### config.mk
export PLATFORM = sky130hd
export DESIGN_NAME = bcd_display_scanner
export DESIGN_NICKNAME = d
export VERILOG_FILES = /design/src/rtl/bcd_display_scanner.sv
export SDC_FILE = /design/constraint.sdc
export NUM_CORES = 1
export LEC_CHECK = 0
export BUFFER_PORTS_ARGS = -buffer_cell sky130_fd_sc_hd__buf_2
export CAP_MARGIN = 0
export CORE_AREA = 2 2 77 79
export CTS_BUF_LIST = sky130_fd_sc_hd__clkbuf_8
export CTS_CLUSTER_DIAMETER = 100
export DETAILED_ROUTE_END_ITERATION = 7
export DIE_AREA = 0 0 79 81
export HOLD_SLACK_MARGIN = 0.03
export PLACE_DENSITY = 0.7
export SYNTH_ARGS = -nofsm -noshare
export SYNTH_HDL_FRONTEND = slang
export SYNTH_SLANG_ARGS = --single-unit
### constraint.sdc
create_clock -name clk_i -period 2.9 [get_ports clk_i]
set_clock_uncertainty 0.15 [all_clocks]
set_input_delay 0.435 -clock clk_i [delete_from_list [all_inputs] [get_ports clk_i]]
set_output_delay 0.435 -clock clk_i [all_outputs]
set_load 0.005 [all_outputs]
### src/rtl/bcd_display_scanner.sv
// Time-multiplexed BCD scanner for a common-cathode 7-segment bank.
// Loads are staged in a shadow register and committed only at the frame boundary, so a frame never tears.
module bcd_display_scanner #(
  parameter int NUM_DIGITS  = 4,
  parameter int REFRESH_DIV = 1000
) (
  input  logic                    clk_i,
  input  logic                    rst_ni,
  input  logic                    load_i,
  input  logic [4*NUM_DIGITS-1:0] bcd_i,
  input  logic                    blank_lz_i,
  output logic [3:0]              d_o,
  output logic [NUM_DIGITS-1:0]   an_o,
  output logic                    blank_o,
  output logic                    err_o
);

  localparam int PW = $clog2(REFRESH_DIV);
  localparam int IW = $clog2(NUM_DIGITS);

  logic [PW-1:0]           prescaler_q, prescaler_d;
  logic [IW-1:0]           idx_q, idx_d;
  logic [4*NUM_DIGITS-1:0] disp_q, disp_d;
  logic [4*NUM_DIGITS-1:0] shadow_q, shadow_d;
  logic                    pend_q, pend_d;
  logic                    err_q, err_d;

  logic tc;
  logic fb;
  logic loadInvalid;
  logic [3:0] activeDigit;
  logic lzBlank;
  logic blanked;

  always_ff @(posedge clk_i or negedge rst_ni) begin
    if (!rst_ni) begin
      prescaler_q <= '0;
      idx_q       <= '0;
      disp_q      <= '0;
      shadow_q    <= '0;
      pend_q      <= 1'b0;
      err_q       <= 1'b0;
    end else begin
      prescaler_q <= prescaler_d;
      idx_q       <= idx_d;
      disp_q      <= disp_d;
      shadow_q    <= shadow_d;
      pend_q      <= pend_d;
      err_q       <= err_d;
    end
  end

  always_comb begin
    tc = (prescaler_q == PW'(REFRESH_DIV - 1));
    fb = tc && (idx_q == IW'(NUM_DIGITS - 1));

    loadInvalid = 1'b0;
    for (int k = 0; k < NUM_DIGITS; k++) begin
      if (bcd_i[4*k +: 4] > 4'd9) loadInvalid = 1'b1;
    end

    prescaler_d = tc ? '0 : prescaler_q + PW'(1);

    idx_d = idx_q;
    if (tc) idx_d = (idx_q == IW'(NUM_DIGITS - 1)) ? '0 : idx_q + IW'(1);

    // A load landing on the frame boundary bypasses the shadow so it is not lost for a whole frame.
    shadow_d = load_i ? bcd_i : shadow_q;
    disp_d   = disp_q;
    pend_d   = pend_q;
    if (fb) begin
      pend_d = 1'b0;
      if (load_i)      disp_d = bcd_i;
      else if (pend_q) disp_d = shadow_q;
    end else if (load_i) begin
      pend_d = 1'b1;
    end

    err_d = err_q | (load_i & loadInvalid);
  end

  always_comb begin
    activeDigit = 4'd0;
    for (int k = 0; k < NUM_DIGITS; k++) begin
      if (idx_q == IW'(k)) activeDigit = disp_q[4*k +: 4];
    end

    // Scan downward so the running flag means "this digit and all above it are zero".
    lzBlank = 1'b0;
    begin : lzScan
      logic allZero;
      allZero = 1'b1;
      for (int k = NUM_DIGITS - 1; k >= 1; k--) begin
        allZero = allZero && (disp_q[4*k +: 4] == 4'd0);
        if (idx_q == IW'(k)) lzBlank = blank_lz_i && allZero;
      end
    end

    blanked = (activeDigit > 4'd9) || lzBlank;

    d_o     = activeDigit;
    blank_o = blanked;
    an_o    = blanked ? '0 : (NUM_DIGITS'(1) << idx_q);
    err_o   = err_q;
  end

endmodule

After elaboration in Yosys (flattened, before gate mapping)
Index checks and enable logic that the tools add are counted.
{"block": "op_classes", "add_sub_neg": 2, "n_mul": 0, "n_div": 0, "magnitude_cmp": 5, "eq_ne": 4, "shift": 1, "mux": 18, "n_bitwise": 2, "reduce_logical": 14}
{"cell": "16-bit 2-to-1 mux", "count": 2}
{"cell": "4-bit greater-than comparator (second input constant)", "count": 5}
{"cell": "4-bit 2-to-1 mux", "count": 5}
{"cell": "4-bit logical NOT", "count": 3}
{"cell": "10-bit by 1-bit adder with 10-bit output (second input constant)", "count": 1}
{"cell": "10-bit equality test (second input constant)", "count": 1}
{"cell": "10-bit 2-to-1 mux", "count": 1}
{"cell": "1-bit 2-to-1 mux", "count": 9}
{"cell": "1-bit logical AND", "count": 6}
{"cell": "2-bit equality test (second input constant)", "count": 2}
{"cell": "2-bit nonzero test", "count": 2}
{"cell": "1-bit by 2-bit left shift with 4-bit output (first input constant)", "count": 1}
{"cell": "2-bit by 1-bit adder with 2-bit output (second input constant)", "count": 1}
{"cell": "2-bit by 1-bit equality test with 1-bit output (second input constant)", "count": 1}
{"cell": "2-bit logical NOT", "count": 1}
{"cell": "2-bit 2-to-1 mux", "count": 1}
{"cell": "2-bit AND reduction", "count": 1}
{"cell": "1-bit AND", "count": 1}
{"cell": "1-bit logical OR", "count": 1}
{"cell": "1-bit bitwise OR", "count": 1}
{"block": "totals", "register_bits": 46, "latch_bits": 0, "ramBits": 0, "mem_bits_ro": 0, "output_inout_bits": 10, "word_cells": 52, "memories": 0}

Depth between registers and ports, before layout
{"block": "logic_depth", "word_depth": 8, "mapped_depth": 7, "ltp_nobuf": 6}

Worst setup path before layout
Ideal clock, no wire load.
{"block": "synth_path", "kind": "register -> output", "startpoint": "register idx_q[0]", "endpoint": "output port blank_o", "arrival_time_ps": 1758, "setup_slack_ps": 557, "stages_incl_launch_ff": 8, "cell_sequence": "dfrtp_1 inv_1 ha_1 clkbuf_1 nor3b_1 a221oi_1 a2bb2oi_1 or2_2"}
{"block": "synth_via", "elab_chain_len": 7, "elab_cells_between_ends": 13, "cone_classes": "order compare (1); eq/ne (3); mux (7); reduce/logical (2)"}
{"item": "start, declared", "line": "22", "text": "logic [IW-1:0] idx_q, idx_d;"}
{"item": "start signal, assigned", "line": "45", "text": "idx_q <= idx_d;"}
{"item": "2-bit logical NOT", "line": "85", "text": "if (idx_q == IW'(k)) activeDigit = disp_q[4*k +: 4];"}
{"item": "4-bit 2-to-1 mux (3 in a row)", "line": "85"}
{"item": "4-bit 2-to-1 mux (*)", "line": "85"}
{"item": "via d_o[1]", "line": "12", "text": "output logic [3:0] d_o,"}
{"item": "4-bit greater-than comparator (*)", "line": "99", "text": "blanked = (activeDigit > 4'd9) || lzBlank;"}
{"item": "1-bit logical OR (*)", "line": "99"}
{"item": "end, declared", "line": "14", "text": "output logic blank_o,"}
The timed path passes the listed nets; every way through them passes the cells marked *.

Worst setup path in the final report
{"block": "layout_path", "startpoint": "register idx_q[1]", "endpoint": "output port blank_o"}
{"block": "layout_via", "elab_chain_len": 7, "elab_cells_between_ends": 13, "cone_classes": "order compare (1); eq/ne (3); mux (7); reduce/logical (2)"}
{"item": "2-bit logical NOT", "line": "85"}
{"item": "4-bit 2-to-1 mux (4 in a row)", "line": "85"}
{"item": "4-bit greater-than comparator", "line": "99"}
{"item": "1-bit logical OR (*)", "line": "99"}
Mark *: on every way between the ends. The rest lies on a longest branch, timed or not.

==> impl_metrics.tcl <==
set metrics [dict create \
    core_um2 5680 \
    synth_most_common_cell "dfrtp_1" \
    ir_drop_mv 0.218 \
    crit_path_top_delay_cell "dfrtp_1" \
    drc_errors 0 \
    tns_ns 0 \
    syn_nets 206 \
    synthAdderAreaFrac_pct 2.86 \
    max_stage_delay_ns 0.41 \
    place_congestion 0.775 \
    post_cts_buffers 0 \
    rr_worst_depth 5 \
    fin_crit_sh_pct 94.7 \
    insertion_delay_ns 0.30 \
    clock-sinks 46 \
    rsz0062_at_grt "false" \
    syn_area_um2 2190 \
    n_fill_cell 551 \
    htreeDepth 2 \
    hpwl_um 2880 \
    dr_total_vias 1493 \
    path_cells "inv_1 -> ha_1 -> a211oi_1 -> a221oi_2 -> a2bb2oi_2 -> or2_2 -> buf_2" \
    cp.arrival_ns 2.16 \
    leakage_nw 1.14 \
    drv_slew 0 \
    dieArea_um2 6400 \
    synth-compound-area-share_pct 8.91 \
    final_nets 238 \
    fin_area_um2 2550 \
    hold_violations 0 \
    dpl_cell_area_um2 2410 \
    p_per_area_nw_per_um2 475 \
    maxSlewHeadroom_pct 34.6 \
    avgViaCountPerCell 5.17 \
    cp-end-kind "output pin" \
    synth_seq_cells 46 \
    rr_startpoint "idx_q[0]" \
    worstPathMaxFanout 10 \
    endpoint "blank_o" \
    io_pins 30 \
    ctsHoldBuffers 0 \
    synth_area_per_cell_um2 12.1 \
    status "finished clean" \
    muxShareOfSynthArea_pct 16.5 \
    synth_top_family_by_area "multiplexers" \
    fmax_ghz 0.364 \
    grt_pass1_wl_um 6580 \
    synth_xor_area_share_pct 2.00 \
    grt_max_degree 47 \
    clk_path_buf_depth 2 \
    ys_warn_count 0 \
    cp-startpoint "idx_q[1]" \
    rows 28 \
    hold_class "input pin to async pin" \
    tritoncts "done" \
    overflow 0 \
    worst-path-stages 7 \
    clk_pin_slew_ns 0.09 \
    port_buffers 29 \
    finalCriticalPeriod_ns 2.75 \
    wirelength_um 4040 \
    required_ns 2.32 \
    crit_type "register to output pin" \
    numCtsBuffers 5 \
    synth-main-ff-cell "dfrtp_1" \
    first_global_vias 1450 \
    synth_edf_count 0 \
    ys_types 41 \
    reg2reg_to "disp_q[1]" \
    cap_violations 0 \
    track_usage_pct 13.4 \
    synthSimpleGateAreaFrac_pct 14.6 \
    setup_viol 0 \
    cp-start-kind "register" \
    ys_seq_area_share_pct 52.6 \
    synth_top_area_share_pct 52.6 \
    total_power_mw 1.21 \
    area_growth_pct 16.4 \
    rrSetupSlack_ns 0.85 \
    start_util_pct 38.6 \
    netlist_top_cells_area "dfrtp_1, mux2_2, mux2_4" \
    synthArstFlopShare_pct 100 \
    critical_path.top_delay_family "compound AO/OA/AOI/OAI gates" \
    n_antenna_cell 0 \
    wl_per_cell_um 14.0 \
    yosys-top-cells-count "dfrtp_1, mux2_2, o21ai_0" \
    die_width_um 79 \
    worstMarginPinSlew_ns 0.981 \
    antenna_found_initial 0 \
    syn-instance-count 181 \
    drt_iter0_drc 113 \
    layout-drive-gt1-share_pct 37.4 \
    drtAntennaViolNets 0 \
    dieHeight_um 81 \
    dr.pass1.iters 4 \
    synth_area_leader_cell "dfrtp_1" \
    crit_buf_inv 2 \
    root_buffer "clkbuf_8" \
]
## cells by family (layout without fill, tap and decap cells)
logic type      Yosys count  count (layout)
simple gates             52              52
flops                    46              46
compound gates           31              31
mux                      30              30
buf+inv                  12              45
fa+ha+maj                 5               5
xor+xnor                  5               5
## where the power goes
group	internal [mW]	leakage [nW]	switching (mW)
Clock	0.258	0.0585	0.220
Combinational	0.0315	0.509	0.0344
Sequential	0.663	0.571	0.00491
Total	0.952	1.14	0.259
## state kept, by name, indices dropped and copies added (netlist names)
signal / flops
err_o: 1
pend_q: 1
idx_q: 2
shadow_q: 16
prescaler_q: 10
disp_q: 16
## layout make-up
cell class                 instances  area (um^2)  share of cell area [%]
multi-input combinational        123         1000                    39.4
tap                               75         93.8                    3.68
sequential                        46         1150                    45.2
clock inverter                     3         43.8                    1.72
inverter                           5         18.8                   0.736
timing repair buffer              32          168                    6.58
clock buffer                       5         68.8                    2.70
## per-stage QoR
stage               util [%]  std cells  hold WS (ns)  setup slack [ns]
floorplan                  -        181       -0.0106             0.557
global placement        42.5        281         0.284             0.348
detailed placement      42.5        281         0.292             0.291
CTS                     44.6        289         0.179            0.0764
global route            44.9        289         0.216            0.0149
finish                  44.9        289         0.131             0.154
## how the worst min path moves through the flow
stage | end | from | slack (ns)
global placement | err_o | err_o | 0.28
finish | shadow_q[6] | rst_ni | 0.13
floorplan | disp_q[0] | rst_ni | -0.01
global route | shadow_q[5] | rst_ni | 0.22
detailed placement | err_o | err_o | 0.29
CTS | shadow_q[5] | rst_ni | 0.18
## per-layer routing
metal | GRT usage, % | part of all wire [%] | wire length, um
met2 | 22.9 | 48 | 1950
met3 | 3.56 | 4.6 | 185
met5 | 0 | 0 | 0
met1 | 16.2 | 46 | 1850
met4 | 5.17 | 1.3 | 51
## cells in the final DEF, fill, tap and decap left out, types with 2 or more instances in the layout
| cell type | count |
|---|---|
| nor2b_1 | 3 |
| buf_2 | 29 |
| dfrtp_1 | 46 |
| a21oi_1 | 6 |
| mux2_2 | 24 |
| nand2_1 | 10 |
| nand3b_1 | 4 |
| buf_4 | 3 |
| mux2_4 | 6 |
| nand4_1 | 3 |
| nor3_1 | 4 |
| o21ai_0 | 12 |
| nand3_1 | 4 |
| nor3b_1 | 5 |
| xnor2_1 | 2 |
| xor2_1 | 3 |
| clkbuf_8 | 5 |
| inv_1 | 5 |
| a211oi_1 | 3 |
| nor2_1 | 9 |
| ha_2 | 2 |
| ha_1 | 3 |
## timing repair
action,4_1_cts,5_1_grt
setup endpoints to repair,4,5
resized for setup,1,4
gates cloned,0,0
Note: power is estimated with default switching activity, not from simulation.
